[src/rtl/axi_4_lite_slv_regfile.sv]
// AXI4-Lite slave register file, parameterised in data width, address width
// and register count. AW and W are captured into independent one-entry holding
// registers and committed together once the B channel has room; reads run
// concurrently on their own channel. WR_PULSE/WR_INDEX announce each committed
// in-range write to user logic.
// Optional feature: define AXI4L_SLV_DECERR_EN to answer out-of-range accesses
// with SLVERR instead of OKAY.
module axi_4_lite_slv_regfile #(
  parameter int DATA_WIDTH = 32,
  parameter int ADDR_WIDTH = 8,
  parameter int REG_COUNT  = 16,
  localparam int STRB_WIDTH = DATA_WIDTH / 8,
  localparam int ADDR_LSB   = $clog2(STRB_WIDTH),
  localparam int IDX_WIDTH  = ADDR_WIDTH - ADDR_LSB
) (
  input  logic                  S_AXI_ACLK,
  input  logic                  S_AXI_ARESETN,
  input  logic                  S_AXI_AWVALID,
  output logic                  S_AXI_AWREADY,
  input  logic [ADDR_WIDTH-1:0] S_AXI_AWADDR,
  input  logic [2:0]            S_AXI_AWPROT,
  input  logic                  S_AXI_WVALID,
  output logic                  S_AXI_WREADY,
  input  logic [DATA_WIDTH-1:0] S_AXI_WDATA,
  input  logic [STRB_WIDTH-1:0] S_AXI_WSTRB,
  output logic                  S_AXI_BVALID,
  input  logic                  S_AXI_BREADY,
  output logic [1:0]            S_AXI_BRESP,
  input  logic                  S_AXI_ARVALID,
  output logic                  S_AXI_ARREADY,
  input  logic [ADDR_WIDTH-1:0] S_AXI_ARADDR,
  input  logic [2:0]            S_AXI_ARPROT,
  output logic                  S_AXI_RVALID,
  input  logic                  S_AXI_RREADY,
  output logic [DATA_WIDTH-1:0] S_AXI_RDATA,
  output logic [1:0]            S_AXI_RRESP,
  output logic                  WR_PULSE,
  output logic [IDX_WIDTH-1:0]  WR_INDEX
);

  localparam logic [1:0] RESP_OKAY   = 2'b00;
  localparam logic [1:0] RESP_SLVERR = 2'b10;
`ifdef AXI4L_SLV_DECERR_EN
  localparam logic [1:0] RESP_OOR = RESP_SLVERR;
`else
  localparam logic [1:0] RESP_OOR = RESP_OKAY;
`endif
  localparam logic [IDX_WIDTH:0] REG_LIMIT = REG_COUNT[IDX_WIDTH:0];

  logic                  alive;
  logic                  aw_full, w_full;
  logic [IDX_WIDTH-1:0]  aw_idx, ar_idx;
  logic [DATA_WIDTH-1:0] w_data, rd_val;
  logic [STRB_WIDTH-1:0] w_strb;
  logic [DATA_WIDTH-1:0] regs [REG_COUNT];
  logic                  aw_hs, w_hs, ar_hs, commit;
  logic                  aw_in_range, ar_in_range;

  // Protection bits and sub-word address bits carry no meaning here.
  logic unused_inputs;
  assign unused_inputs = &{1'b0, S_AXI_AWPROT, S_AXI_ARPROT,
                           S_AXI_AWADDR[ADDR_LSB-1:0], S_AXI_ARADDR[ADDR_LSB-1:0]};

  // READYs stay low until the first edge after reset release.
  assign S_AXI_AWREADY = alive && !aw_full;
  assign S_AXI_WREADY  = alive && !w_full;
  assign S_AXI_ARREADY = alive && (!S_AXI_RVALID || S_AXI_RREADY);

  assign aw_hs  = S_AXI_AWVALID && S_AXI_AWREADY;
  assign w_hs   = S_AXI_WVALID && S_AXI_WREADY;
  assign ar_hs  = S_AXI_ARVALID && S_AXI_ARREADY;
  assign commit = aw_full && w_full && (!S_AXI_BVALID || S_AXI_BREADY);

  assign ar_idx      = S_AXI_ARADDR[ADDR_WIDTH-1:ADDR_LSB];
  assign aw_in_range = {1'b0, aw_idx} < REG_LIMIT;
  assign ar_in_range = {1'b0, ar_idx} < REG_LIMIT;

  // Marks the slave as live one edge after reset release.
  always_ff @(posedge S_AXI_ACLK or negedge S_AXI_ARESETN) begin
    if (!S_AXI_ARESETN) alive <= 1'b0;
    else                alive <= 1'b1;
  end

  // AW and W holding registers; a commit empties both at once.
  always_ff @(posedge S_AXI_ACLK or negedge S_AXI_ARESETN) begin
    if (!S_AXI_ARESETN) begin
      aw_full <= 1'b0;
      w_full  <= 1'b0;
      aw_idx  <= '0;
      w_data  <= '0;
      w_strb  <= '0;
    end else begin
      if (commit) begin
        aw_full <= 1'b0;
        w_full  <= 1'b0;
      end
      if (aw_hs) begin
        aw_full <= 1'b1;
        aw_idx  <= S_AXI_AWADDR[ADDR_WIDTH-1:ADDR_LSB];
      end
      if (w_hs) begin
        w_full <= 1'b1;
        w_data <= S_AXI_WDATA;
        w_strb <= S_AXI_WSTRB;
      end
    end
  end

  // Write response plus the user-side commit strobe.
  always_ff @(posedge S_AXI_ACLK or negedge S_AXI_ARESETN) begin
    if (!S_AXI_ARESETN) begin
      S_AXI_BVALID <= 1'b0;
      S_AXI_BRESP  <= RESP_OKAY;
      WR_PULSE     <= 1'b0;
      WR_INDEX     <= '0;
    end else begin
      if (commit) begin
        S_AXI_BVALID <= 1'b1;
        S_AXI_BRESP  <= aw_in_range ? RESP_OKAY : RESP_OOR;
      end else if (S_AXI_BREADY) begin
        S_AXI_BVALID <= 1'b0;
      end
      WR_PULSE <= commit && aw_in_range;
      if (commit && aw_in_range) WR_INDEX <= aw_idx;
    end
  end

  // Register array, byte-lane write enables from the held strobe.
  always_ff @(posedge S_AXI_ACLK or negedge S_AXI_ARESETN) begin
    if (!S_AXI_ARESETN) begin
      for (int r = 0; r < REG_COUNT; r++) regs[r] <= '0;
    end else if (commit && aw_in_range) begin
      for (int r = 0; r < REG_COUNT; r++) begin
        if (aw_idx == IDX_WIDTH'(r)) begin
          for (int b = 0; b < STRB_WIDTH; b++) begin
            if (w_strb[b]) regs[r][8*b +: 8] <= w_data[8*b +: 8];
          end
        end
      end
    end
  end

  // Read mux; out-of-range indices fall through to zero.
  always_comb begin
    rd_val = '0;
    for (int r = 0; r < REG_COUNT; r++) begin
      if (ar_idx == IDX_WIDTH'(r)) rd_val = regs[r];
    end
  end

  // Read response; data sampled pre-edge so a same-edge commit is not seen.
  always_ff @(posedge S_AXI_ACLK or negedge S_AXI_ARESETN) begin
    if (!S_AXI_ARESETN) begin
      S_AXI_RVALID <= 1'b0;
      S_AXI_RDATA  <= '0;
      S_AXI_RRESP  <= RESP_OKAY;
    end else if (ar_hs) begin
      S_AXI_RVALID <= 1'b1;
      S_AXI_RDATA  <= rd_val;
      S_AXI_RRESP  <= ar_in_range ? RESP_OKAY : RESP_OOR;
    end else if (S_AXI_RREADY) begin
      S_AXI_RVALID <= 1'b0;
    end
  end

endmodule

[config.mk]
export PLATFORM = sky130hd
export DESIGN_NAME = axi_4_lite_slv_regfile
export DESIGN_NICKNAME = d
export VERILOG_FILES = /design/src/rtl/axi_4_lite_slv_regfile.sv
export SDC_FILE = /design/constraint.sdc
export NUM_CORES = 1
export LEC_CHECK = 0
export CAP_MARGIN = 15
export CORE_MARGIN = 4
export CORE_UTILIZATION = 53
export DETAILED_ROUTE_END_ITERATION = 8
export PLACE_DENSITY = 0.7
export SLEW_MARGIN = 10
export SYNTH_ARGS = -nofsm -noshare
export SYNTH_HDL_FRONTEND = slang
export SYNTH_SLANG_ARGS = --single-unit
[constraint.sdc]
create_clock -name S_AXI_ACLK -period 4.4 [get_ports S_AXI_ACLK]
set_input_delay 0.66 -clock S_AXI_ACLK [delete_from_list [all_inputs] [get_ports S_AXI_ACLK]]
set_output_delay 0.66 -clock S_AXI_ACLK [all_outputs]
set_load 0.1 [all_outputs]
== Word-level counts from Yosys, hierarchy flattened ==
Index checks and enable logic that the tools add are counted.
Cells by class
  $lt $le $gt $ge: 1
  equality and inequality tests: 30
  muxes and demuxes: 23
  reduce and logical (&&, ||, !) cells: 85
Operators with widths (count)
  $mux W32: 16
  $reduce_and A3 Y1: 64
  $eq A6 B4 Y1 const B: 16
  $eq A6 B3 Y1 const B: 8
  $eq A6 B2 Y1 const B: 4
  $eq A6 B1 Y1 const B: 2
  $logic_not A6 Y1: 2
  $logic_and A1 B1 Y1: 9
  $reduce_bool A2 Y1: 4
  $mux W1: 7
  $lt A6 B5 Y1 const B: 1
  $logic_not A1 Y1: 4
  $logic_or A1 B1 Y1: 2
Storage, ports and cells
  register bits after elaboration: 598
  output and inout port bits: 48
  word-level logic and storage cells: 214

== Longest topological paths before layout ==
Gate-level depths: netlist of the first run.
  depth in word-level cells: 17
  depth in mapped cells: 10

== Least setup slack after synthesis of the first run ==
OpenSTA, ideal clock, no wires.
  path type: register to register
  start: reg w_full
  end: reg w_data[0]
  library setup time: 125 ps
  arrival: 2946 ps
  required time: 4275 ps
  slack: 1329 ps
  stages on the path, launching flop included: 5
  cells stage by stage: dfrtp_1 -> nor2b_1 -> nand2_1 -> clkbuf_1 -> mux2_2
On the way
  cells in the longest elaborated chain, start to end: 3
Ends and longest elaborated chain
  start, declared: line 51  | logic aw_full, w_full;
  start signal, assigned: line 88  | w_full <= 1'b0;
  start signal, assigned: line 95  | w_full <= 1'b0;
  start signal, assigned: line 102  | w_full <= 1'b1;
  $logic_not A1 Y1: line 66  | assign S_AXI_WREADY = alive && !w_full;
  $logic_and A1 B1 Y1: line 66
  via S_AXI_WREADY: line 23  | output logic S_AXI_WREADY,
  $logic_and A1 B1 Y1: line 70  | assign w_hs = S_AXI_WVALID && S_AXI_WREADY;
  end signal, assigned: line 90  | w_data <= '0;
  end signal, assigned: line 103  | w_data <= S_AXI_WDATA;
  end, declared: line 53  | logic [DATA_WIDTH-1:0] w_data, rd_val;
The timed path passes the listed nets, and every way through them passes these cells.
A chain may end at the register's enable or synchronous reset.

== Worst setup path after layout of the first run ==
  start: in S_AXI_ARADDR[6]
  end: reg S_AXI_RDATA[0]
On the way
  cells in the longest elaborated chain, start to end: 17
Ends and longest elaborated chain
  start, declared: line 31  | input logic [ADDR_WIDTH-1:0] S_AXI_ARADDR,
  $logic_not A6 Y1: line 147  | if (ar_idx == IDX_WIDTH'(r)) rd_val = regs[r];
  $mux W32 (15 in series): line 147
  $mux W32 *: line 147
  end signal, assigned: line 159  | S_AXI_RDATA <= rd_val;
  end, declared: line 35  | output logic [DATA_WIDTH-1:0] S_AXI_RDATA,
Mark *: on every way between the ends. The rest lies on a longest branch, timed or not.

==> summary.txt, run 1 <==
Outcome
  • Status: finished clean

Critical path
  • Critical-path cell list: clkdlybuf4s50_1 -> or4b_1 -> nor2_1 -> a21oi_1 -> o221ai_1 -> a21oi_1 -> o21ai_0
  • Data arrival, critical path: 3.67 ns
  • Worst-path maximum fanout: 10
  • Startpoint types: primary input
  • CP max stage delay: 0.87 ns
  • Critical path data required time: 4.85 ns
  • CP Launch Point: S_AXI_ARADDR[6]
  • Worst r2r path cells: 4
  • Reg2reg start: aw_idx[5]$_DFFE_PN0P_
  • Slowest CP cell: a21oi_1
  • Crit Path Class: in2reg
  • CP Capture Type: flip-flop
  • Buf+Inv Stages, Crit Path: 1
  • Critical Path Most Common Cell: a21oi_1
  • CP Depth: 7
  • Critical path's top delay family: compound AO/OA/AOI/OAI gates

GRT
  • First-pass GRT wire length: 124000 µm
  • Via count of the first global-routing pass: 19800
  • Initial antenna violation count: 0
  • GRT Overall Usage: 0.293
  • Total global routing overflow: 0
  • Largest net degree at the start of global routing: 109

Timing
  • # setup viols final: 0
  • Unrepaired setup endpoints after global routing: false
  • Final WS setup: 1.17 ns
  • Hold Worst Slack: 0.117 ns
  • Final hold vios: 0
  • Worst clock skew: 0.0159 ns
  • Fmax: 310 MHz
  • Fin crit share: 0.733
  • Fin crit period: 3.23 ns
  • Worst-Margin Slew: 1.11 ns
  • Pins Over Slew Limit: 0
  • Relative max-transition margin: 0.257
  • Final setup TNS: 0 ns

Detailed routing
  • Number of DRC markers in iteration 0: 2037
  • Vias: 18700
  • DRT Pass-1 Iters: 5
  • Drc violations: 0
  • ANT nets after route: 0
  • WL per Instance: 28.5 µm
  • Drt total wl: 81300 µm
  • Avg Vias per Cell: 6.56

Final layout
  • Post-Layout Cell Count: 2856
  • Layout cells sized above 1: 0.396
  • Nets: 2207
  • Fill count: 3894
  • Ant diodes: 0
  • Final Util: 0.617
  • Synth-to-layout area growth: 14.2%

Clock network
  • Num CTS Buffers: 66
  • CTS Hold Buffers Added: 0
  • Root buf cell: clkbuf_16
  • CTS sink cnt: 598
  • Clk Latency, worst-skew pair: 0.60 ns
  • Post_cts resized: 0
  • CTS tree: built
  • Clk pin slew, worst setup/hold paths: 0.05 ns
  • Clock tree buffer depth: 3
  • Htree depth: 3
  • Setup Buffers After CTS: 0

Yosys
  • Cell Area, Synth: 27300 µm²
  • Synth unique cells: 67
  • Post-synth EDFFs: 0
  • Register area share after synthesis: 0.548
  • Seq cells post-synth: 598
  • Ys flop type: dfrtp_1
  • Async S/R FF share, synth: 1.00
  • Syn avg cell area: 13.3 µm²
  • Yosys warns: 0
  • Post-Syn Instances: 2050

Floorplanning
  • Die extent in y: 235 µm
  • Core area: 50600 µm²
  • Cell Rows: 82
  • I/O pin count: 113
  • Chip Width: 235 µm
  • Total die area: 55300 µm²
  • Initial Util: 0.540

Placement
  • Final Wtd Congestion: 0.884
  • Post-DP HPWL: 50700 µm
  • Port bufs: 98
  • Setup WS pre-CTS: 0.581 ns
  • Dpl cells: 2746

Pwr
  • Power Density: 465 nW/µm²
  • Peak supply drop: 0.000316 V
  • Leak pwr: 14.6 nW

Worst hold path
  • Hold crit path type: in2async

Flow run
  • Max-Cap Viols: 0
[kinds of logic (layout without fill, tap and decap cells)]
group           count (synthesis)  count (layout)  share of synthesized area
compound gates                351             351                     0.0868
buf+inv                       136             267                     0.0234
flops                         598             598                      0.548
mux                           657             657                      0.284
other cells                     2               5                   0.000275
simple gates                  306             306                     0.0581
[layout make-up]
type	count	area, µm²	share of cell area
sequential	598	15000	0.480
multi-input combinational	1319	11800	0.377
clock buffer	101	2080	0.0667
timing repair buffer	153	1490	0.0479
tap	672	841	0.0269
clock inverter	9	47.5	0.00152
inverter	4	15.0	0.000481
[worst paths after layout]
kind / to / slack, ns
max: S_AXI_RDATA[0]$_DFFE_PN0P_ / 1.17
min: w_data[8]$_DFFE_PN0P_ / 0.12
max reg2reg: regs[499]$_DFFE_PN0P_ / 1.22
min reg2reg: WR_INDEX[0]$_DFFE_PN0P_ / 0.47
max in group asynchronous: regs[373]$_DFFE_PN0P_ / 3.11
min in group S_AXI_ACLK: WR_INDEX[0]$_DFFE_PN0P_ / 0.47
[registers in the layout (all words and copies together), names as in the netlist]
| name | flops |
|---|---|
| S_AXI_RVALID | 1 |
| aw_idx | 6 |
| aw_full | 1 |
| S_AXI_RDATA | 32 |
| w_strb | 4 |
| w_data | 32 |
| S_AXI_BVALID | 1 |
| regs | 512 |
| WR_PULSE | 1 |
| WR_INDEX | 6 |
| alive | 1 |
| w_full | 1 |
[layer usage]
metal	global-route usage	vias up	part of all wire
li1	-	7778	-
met1	0.394	9756	0.40
met2	0.458	934	0.46
met3	0.0681	263	0.088
met4	0.130	0	0.052
met5	0	-	0
[cells in the final DEF (no fill, tap or decap), drive strengths merged, types with 6 or more instances in the layout]
master	synthesis	final
a211oi	12	12
a21o	6	6
a21oi	57	57
a221o	6	6
a221oi	23	23
a22oi	31	31
a31oi	18	18
and2	6	6
and3	6	6
buf	61	60
clkbuf	71	101
clkdlybuf4s50	0	93
clkinv	1	9
dfrtp	598	598
mux2	582	582
mux2i	39	39
mux4	36	36
nand2	101	101
nand2b	6	6
nand3	20	20
nor2	113	113
nor2b	10	10
nor3	14	14
o211ai	13	13
o21ai	89	89
o221ai	20	20
o22ai	30	30
or3	11	11
[through the flow]
stage          power, W  area (µm²)
2_1_floorplan   0.00821       27300
3_3_place_gp    0.00901       29100
3_5_place_dp    0.00912       29100
4_1_cts          0.0145       31200
5_1_grt          0.0150       31200
6_report         0.0145       31200
[synthesized netlist by cell type, types with 12 or more instances]
| master | n | area [µm²] |
|---|---|---|
| a211oi_1 | 12 | 90.1 |
| a31oi_1 | 18 | 113 |
| nand3_1 | 20 | 100 |
| o221ai_1 | 20 | 175 |
| nor3_1 | 14 | 70.1 |
| dfrtp_1 | 598 | 15000 |
| mux2i_1 | 39 | 390 |
| o21ai_0 | 88 | 440 |
| nor2_2 | 68 | 425 |
| a21oi_1 | 57 | 285 |
| mux4_2 | 36 | 811 |
| o22ai_1 | 30 | 188 |
| a22oi_1 | 31 | 233 |
| clkbuf_1 | 71 | 267 |
| mux2_2 | 582 | 6550 |
| nor2_1 | 43 | 161 |
| a221oi_1 | 22 | 193 |
| nand2_1 | 97 | 364 |
| buf_2 | 35 | 175 |
| o211ai_1 | 13 | 97.6 |
| buf_4 | 17 | 128 |
[power by group]
part | internal, W | total [W] | switching (W)
Clock | 0.00324 | 0.00543 | 0.00219
Combinational | 0.000791 | 0.00199 | 0.00120
Sequential | 0.00606 | 0.00708 | 0.00102
Total | 0.0101 | 0.0145 | 0.00440
[worst reg2reg max path, stage by stage (launching register included)]
cell and delay (ns):
dfrtp_1 0.40, nor4_1 0.91, nand2_1 0.57, nor2_2 0.77, mux2_2 0.42
Note: power is estimated with default switching activity, not from simulation.
==> run 2: changes to the inputs <==
--- a/config.mk
+++ b/config.mk
@@ -9,7 +9,7 @@
 export CORE_MARGIN = 4
 export CORE_UTILIZATION = 53
 export DETAILED_ROUTE_END_ITERATION = 8
-export PLACE_DENSITY = 0.7
+export PLACE_DENSITY = 0.73
 export SLEW_MARGIN = 10
 export SYNTH_ARGS = -nofsm -noshare
 export SYNTH_HDL_FRONTEND = slang
==> constraint.sdc (replaced) <==
create_clock -name S_AXI_ACLK -period 2.79 [get_ports S_AXI_ACLK]
set_input_delay 0.4185 -clock S_AXI_ACLK [delete_from_list [all_inputs] [get_ports S_AXI_ACLK]]
set_output_delay 0.4185 -clock S_AXI_ACLK [all_outputs]
set_load 0.1 [all_outputs]
==> run 2 against run 1 <==
Compared with the run above: worst hold slack improved by 0.20 ns; largest cell class unchanged; routed wire length decreased by 0.59%; highest routed layer is now met5; via count increased by 1.6%; sequential power up 57%; register-to-register slack lost 0.86 ns; die area unchanged.
==> summary.txt, run 2 (synthesized netlist as in run 1, its figures left out) <==
Timing
  • Worst clock skew: 0.0218 ns (+0.00598 ns)
  • # setup viols final: 0 (unchanged)
  • Worst-Margin Slew: 1.21 ns (+0.101 ns)
  • Fin crit period: 2.43 ns
  • Relative max-transition margin: 0.190 (-0.0670)
  • Unrepaired setup endpoints after global routing: false
  • Final hold vios: 0 (unchanged)
  • Pins Over Slew Limit: 0 (unchanged)
  • Fmax: 411 MHz
  • Fin crit share: 0.871

GRT
  • GRT Overall Usage: 0.290 (-0.00233)
  • Largest net degree at the start of global routing: 90 (-17%)
  • Total global routing overflow: 0 (unchanged)
  • Initial antenna violation count: 5 (+5)
  • Via count of the first global-routing pass: 19800 (-0.081%)
  • First-pass GRT wire length: 124000 µm (-0.45%)

Placement
  • Post-DP HPWL: 53100 µm (+4.7%)
  • Port bufs: 98 (unchanged)
  • Dpl cells: 2876 (+4.7%)
  • Final Wtd Congestion: 0.914 (+3.4%)

Pwr
  • Net switching power: 0.00686 W (+56%)
  • Power Density: 700 nW/µm² (+51%)
  • Comb pwr share: 0.142 (+0.005)
  • Pint: 0.0157 W (+56%)
  • Leak pwr: 15.3 nW (+5.2%)
  • Switching power share of the total: 0.304 (about the same)
  • Power share of the sequential group: 0.494 (+0.006)
  • Clk pwr share: 0.364 (-0.011)
  • Peak supply drop: 0.000599 V (+90%)
  • Tot Pwr: 0.0226 W (+56%)

Floorplanning
  • Chip Width: 235 µm (unchanged)
  • Initial Util: 0.540 (unchanged)
  • Die extent in y: 235 µm (unchanged)
  • I/O pin count: 113 (unchanged)
  • Total die area: 55300 µm² (unchanged)
  • Cell Rows: 82 (unchanged)
  • Core area: 50600 µm² (unchanged)

Final layout
  • Post-Layout Cell Count: 2983 (+4.4%)
  • Top flop regs: regs (512), S_AXI_RDATA (32), w_data (32)
  • Nets: 2332 (+5.7%)
  • Largest Register: regs
  • Layout cells sized above 1: 0.446 (+0.0505)
  • Fill count: 3773 (-3.1%)
  • Max FFs per register: 512 (unchanged)
  • Synth-to-layout area growth: 18.0%
  • Most common cell after layout, fill and taps aside: dfrtp_1
  • Ant diodes: 0 (unchanged)
  • Most frequent cells in the layout: dfrtp_1 (598), mux2_2 (582), buf_4 (198)

Critical path
  • Slowest CP cell: dfrtp_1
  • Reg2reg start: aw_idx[5]$_DFFE_PN0P_
  • Critical path's top delay family: simple AND/OR/NAND/NOR gates
  • Worst r2r path cells: 7 (+3)
  • Worst-path maximum fanout: 16 (+6)
  • Data arrival, critical path: 2.93 ns (-0.74 ns)
  • CP Capture Type: flip-flop
  • Crit Path Class: reg2reg
  • Critical Path End: regs[134]$_DFFE_PN0P_
  • CP Depth: 7 (unchanged)
  • CP max stage delay: 0.41 ns (-0.46 ns)
  • R2r setup slk: 0.36 ns (-0.86 ns)
  • Worst R2R End: regs[134]$_DFFE_PN0P_
  • Critical-path cell list: nor2_1 -> nand4_1 -> inv_2 -> nand2_2 -> nor2_2 -> buf_4 -> mux2_2
  • Critical path data required time: 3.29 ns (-1.56 ns)
  • Startpoint types: flip-flop
  • Buf+Inv Stages, Crit Path: 2 (+1)
  • CP Launch Point: aw_idx[5]$_DFFE_PN0P_

Flow run
  • Max-Cap Viols: 0 (unchanged)

Outcome
  • Status: finished clean

Clock network
  • Post_cts resized: 0 (unchanged)
  • Clock tree buffer depth: 3 (unchanged)
  • Clk Latency, worst-skew pair: 0.63 ns (+0.03 ns)
  • Clk pin slew, worst setup/hold paths: 0.06 ns (about the same)
  • CTS sink cnt: 598 (unchanged)
  • Root buf cell: clkbuf_16
  • CTS tree: built
  • Num CTS Buffers: 60 (-9.1%)
  • Htree depth: 2 (-1)

Detailed routing
  • Avg Vias per Cell: 6.38 (-2.7%)
  • Vias: 19000 (+1.6%)
  • ANT nets after route: 0 (unchanged)
  • Drt total wl: 80800 µm (-0.59%)
  • WL per Instance: 27.1 µm (-4.8%)
  • DRT Pass-1 Iters: 5 (unchanged)
  • Drc violations: 0 (unchanged)
  • Number of DRC markers in iteration 0: 2121 (+4.1%)

Worst hold path
  • Hold crit path type: in2reg
==> run 2: cell types whose count changed in the layout (fill, tap and decap cells not counted), sizes merged, moves of 3 or more <==
cell           change
buf              +173
bufinv             +4
clkbuf             -4
clkdlybuf4s50     -43
clkinv             -3
==> run 2: cell type report <==
| class | instances | area (µm²) | share of cell area |
|---|---|---|---|
| sequential | 598 | 15000 | 0.464 |
| multi-input combinational | 1319 | 11800 | 0.365 |
| timing repair buffer | 284 | 2660 | 0.0825 |
| clock buffer | 97 | 1850 | 0.0574 |
| tap | 672 | 841 | 0.0261 |
| clock inverter | 9 | 149 | 0.00462 |
| inverter | 4 | 15.0 | 0.000466 |
==> run 2: worst min-delay path by stage <==
stage               startpoint                          to  cells past startpoint
6_report       S_AXI_ARADDR[3]  S_AXI_RDATA[1]$_DFFE_PN0P_                      3
5_1_grt        S_AXI_ARADDR[3]  S_AXI_RDATA[1]$_DFFE_PN0P_                      3
4_1_cts        S_AXI_ARADDR[3]  S_AXI_RDATA[1]$_DFFE_PN0P_                      3
3_5_place_dp     S_AXI_ARESETN       w_data[0]$_DFFE_PN0P_                      1
3_3_place_gp     S_AXI_ARESETN       w_data[0]$_DFFE_PN0P_                      1
2_1_floorplan    S_AXI_ARESETN    S_AXI_BVALID$_DFFE_PN0P_                      0
==> run 2: layer usage <==
layer  wire [µm]  global-route usage
met2       37900               0.460
met4        3490               0.117
met1       32400               0.396
met3        6980              0.0605
met5          31                   0
==> run 2: power by group through the flow <==
stage               registers [W]  clock network, W  logic, W
floorplan                  0.0109                 0   0.00206
global placement           0.0111                 0   0.00312
detailed placement         0.0112                 0   0.00319
CTS                        0.0111           0.00832   0.00321
global route               0.0113           0.00869   0.00340
finish                     0.0111           0.00822   0.00319
==> run 2: per-stage QoR <==
stage | setup slack [ns] | TNS, ns | hold WS (ns) | area, µm² | utilization
global route | 0.252 | 0 | 0.337 | 32200 | 0.638
detailed placement | -0.0794 | -0.337 | 0.406 | 30200 | 0.598
CTS | 0.374 | 0 | 0.277 | 32200 | 0.638
global placement | -0.0506 | -0.0506 | 0.399 | 30200 | 0.598
floorplan | 0.0580 | 0 | 0.123 | 27300 | -
finish | 0.359 | 0 | 0.318 | 32200 | 0.638
==> run 2: what timing repair did <==
item                                   in CTS  in global routing
buffers inserted                            0                  0
endpoints found under the hold margin      44                  0
hold buffers                                1                  0
==> run 2: worst min-delay path: cells and delay by family <==
kind / cells / cell delay (ns)
AOI/OAI and AO/OA: 2 / 0.29
buffers and inverters: 1 / 0.18
==> run 3: changes to the inputs <==
--- a/config.mk
+++ b/config.mk
@@ -5,7 +5,6 @@
 export SDC_FILE = /design/constraint.sdc
 export NUM_CORES = 1
 export LEC_CHECK = 0
-export CAP_MARGIN = 15
 export CORE_MARGIN = 4
 export CORE_UTILIZATION = 53
 export DETAILED_ROUTE_END_ITERATION = 8
==> constraint.sdc (replaced) <==
create_clock -name S_AXI_ACLK -period 2.79 [get_ports S_AXI_ACLK]
set_input_delay 0.279 -clock S_AXI_ACLK [delete_from_list [all_inputs] [get_ports S_AXI_ACLK]]
set_output_delay 0.279 -clock S_AXI_ACLK [all_outputs]
set_load 0.1 [all_outputs]
==> run 3 against run 2 <==
Compared with the run above: clock skew about the same; flip-flop and latch count unchanged; register-to-register slack worse by 0.02 ns; fmax down 0.82%; largest cell class unchanged; largest power group unchanged.
==> summary.txt, run 3 (synthesized netlist as in run 1, its figures left out) <==
Clock network
  • Post_cts resized: 0 (unchanged)
  • Num CTS Buffers: 61 (+1.7%)
  • Clk pin slew, worst setup/hold paths: 0.06 ns (about the same)
  • CTS Hold Buffers Added: 1 (unchanged)
  • CTS sink cnt: 598 (unchanged)
  • CTS tree: built
  • Root buf cell: clkbuf_16
  • Clock tree buffer depth: 3 (unchanged)
  • Clk Latency, worst-skew pair: 0.63 ns (about the same)
  • Setup Buffers After CTS: 0 (unchanged)
  • Htree depth: 2 (unchanged)

Critical path
  • Critical path data required time: 3.30 ns (about the same)
  • Worst-path maximum fanout: 16 (unchanged)
  • Startpoint types: flip-flop
  • Data arrival, critical path: 2.96 ns (+0.03 ns)
  • CP Capture Type: flip-flop
  • Reg2reg start: aw_idx[5]$_DFFE_PN0P_
  • Crit Path Class: reg2reg
  • CP Launch Point: aw_idx[5]$_DFFE_PN0P_

Final layout
  • Max FFs per register: 512 (unchanged)
  • Ant diodes: 0 (unchanged)
  • Fill count: 3800 (+0.72%)
  • Layout cells sized above 1: 0.444 (-0.00217)
  • Top flop regs: regs (512), S_AXI_RDATA (32), w_data (32)
  • Synth-to-layout area growth: 17.1%
  • Cell area after layout: 32000 µm² (-0.74%)
  • Nets: 2318 (-0.60%)
  • Largest Register: regs
  • Footprint of the multi-input gates: 11800 µm² (unchanged)
  • Most common cell after layout, fill and taps aside: dfrtp_1
  • Storage element area: 15000 µm² (unchanged)
  • Most frequent cells in the layout: dfrtp_1 (598), mux2_2 (582), buf_4 (196)

Outcome
  • Status: finished clean

Placement
  • Final Wtd Congestion: 0.898 (-1.7%)
  • Port bufs: 98 (unchanged)
  • Post-DP HPWL: 52600 µm (-0.86%)
  • DP Area: 30000 µm² (-0.91%)

Timing
  • Fmax: 408 MHz (-0.82%)
  • Relative max-transition margin: 0.155 (-0.0352)
  • Fin crit period: 2.45 ns (+0.0200 ns)
  • Fin crit share: 0.879 (+0.00719)
  • Worst clock skew: 0.0220 ns (+0.000186 ns)
  • # setup viols final: 0 (unchanged)
  • Unrepaired setup endpoints after global routing: false
  • Worst-Margin Slew: 1.27 ns (+0.0528 ns)
  • Final setup TNS: 0 ns (unchanged)
  • Hold Worst Slack: 0.191 ns (-0.127 ns)
  • Pins Over Slew Limit: 0 (unchanged)
  • Final hold vios: 0 (unchanged)

Pwr
  • Leak pwr: 15.2 nW (-0.57%)
  • Peak supply drop: 0.000548 V (-8.6%)
  • Power Density: 706 nW/µm² (+0.98%)

GRT
  • Total global routing overflow: 0 (unchanged)
  • Via count of the first global-routing pass: 20100 (+1.9%)
  • Initial antenna violation count: 2 (-3)
  • First-pass GRT wire length: 124000 µm (+0.23%)
  • GRT Overall Usage: 0.289 (-0.00127)
  • Largest net degree at the start of global routing: 116 (+29%)

Detailed routing
  • Vias: 19100 (+0.50%)
  • Number of DRC markers in iteration 0: 1801 (-15%)
  • WL met3: 7420 µm (+6.3%)
  • DRT Pass-1 Iters: 6 (+1)
  • Routed wl met2: 37900 µm (about the same)
  • DRT met1 WL: 31700 µm (-2.1%)
  • WL per Instance: 27.2 µm (+0.43%)
  • Avg Vias per Cell: 6.43 (+0.80%)
  • ANT nets after route: 0 (unchanged)
  • Drt total wl: 80900 µm (+0.12%)
  • Drc violations: 0 (unchanged)
  • Max layer used: met5

Flow run
  • Max-Cap Viols: 0 (unchanged)

Floorplanning
  • I/O pin count: 113 (unchanged)
  • Die extent in y: 235 µm (unchanged)
  • Chip Width: 235 µm (unchanged)
  • Initial Util: 0.540 (unchanged)
  • Cell Rows: 82 (unchanged)
  • Core area: 50600 µm² (unchanged)
  • Total die area: 55300 µm² (unchanged)

Worst hold path
  • Hold crit path type: in2async
-- run 3: worst max-delay path, cell delays in order (launching register included) --
cell and delay, ns:
dfrtp_1 0.40, nor2_1 0.22, nand4_1 0.19, inv_2 0.25
nand2_2 0.34, nor2_2 0.54, mux2_2 0.40
-- run 3: layout make-up --
| type | count | share of cell area |
|---|---|---|
| flip-flops and latches | 598 | 0.467 |
| clock inverters | 17 | 0.00598 |
| well taps | 672 | 0.0263 |
| clock buffers | 95 | 0.0577 |
| multi-input cells | 1319 | 0.368 |
| repair buffers | 269 | 0.0745 |
| inverters | 4 | 0.000469 |
-- run 3: routing by layer --
metal | track usage | vias to the layer above
met5 | 0 | -
met4 | 0.128 | 4
met3 | 0.0693 | 239
met2 | 0.456 | 951
met1 | 0.385 | 9930
li1 | - | 8006
-- run 3: stage by stage --
stage / util / setup WS, ns / std cells / total power, W
after floorplan: - / 0.0580 / 2053 / 0.0130
after detailed placement: 0.592 / -0.0706 / 2861 / 0.0144
after global routing: 0.633 / 0.210 / 2974 / 0.0234
after CTS: 0.633 / 0.350 / 2974 / 0.0227
after global placement: 0.592 / -0.0214 / 2861 / 0.0143
final: 0.633 / 0.339 / 2974 / 0.0226
-- run 3: final timing paths --
check | endpoint | slack, ns | cells after the start
hold / removal | regs[453]$_DFFE_PN0P_ | 0.19 | 2
max in group asynchronous | regs[90]$_DFFE_PN0P_ | 1.63 | 4
min in group S_AXI_ACLK | S_AXI_RDATA[1]$_DFFE_PN0P_ | 0.25 | 3
hold reg to reg | WR_INDEX[2]$_DFFE_PN0P_ | 0.48 | 2
setup reg to reg | regs[440]$_DFFE_PN0P_ | 0.34 | 6
setup / recovery | regs[440]$_DFFE_PN0P_ | 0.34 | 6
-- run 3: where the power goes --
| group | internal [W] | total, W | switching [W] |
|---|---|---|---|
| combinational | 0.00128 | 0.00319 | 0.00190 |
| sequential | 0.00956 | 0.0112 | 0.00162 |
| clock | 0.00489 | 0.00825 | 0.00337 |
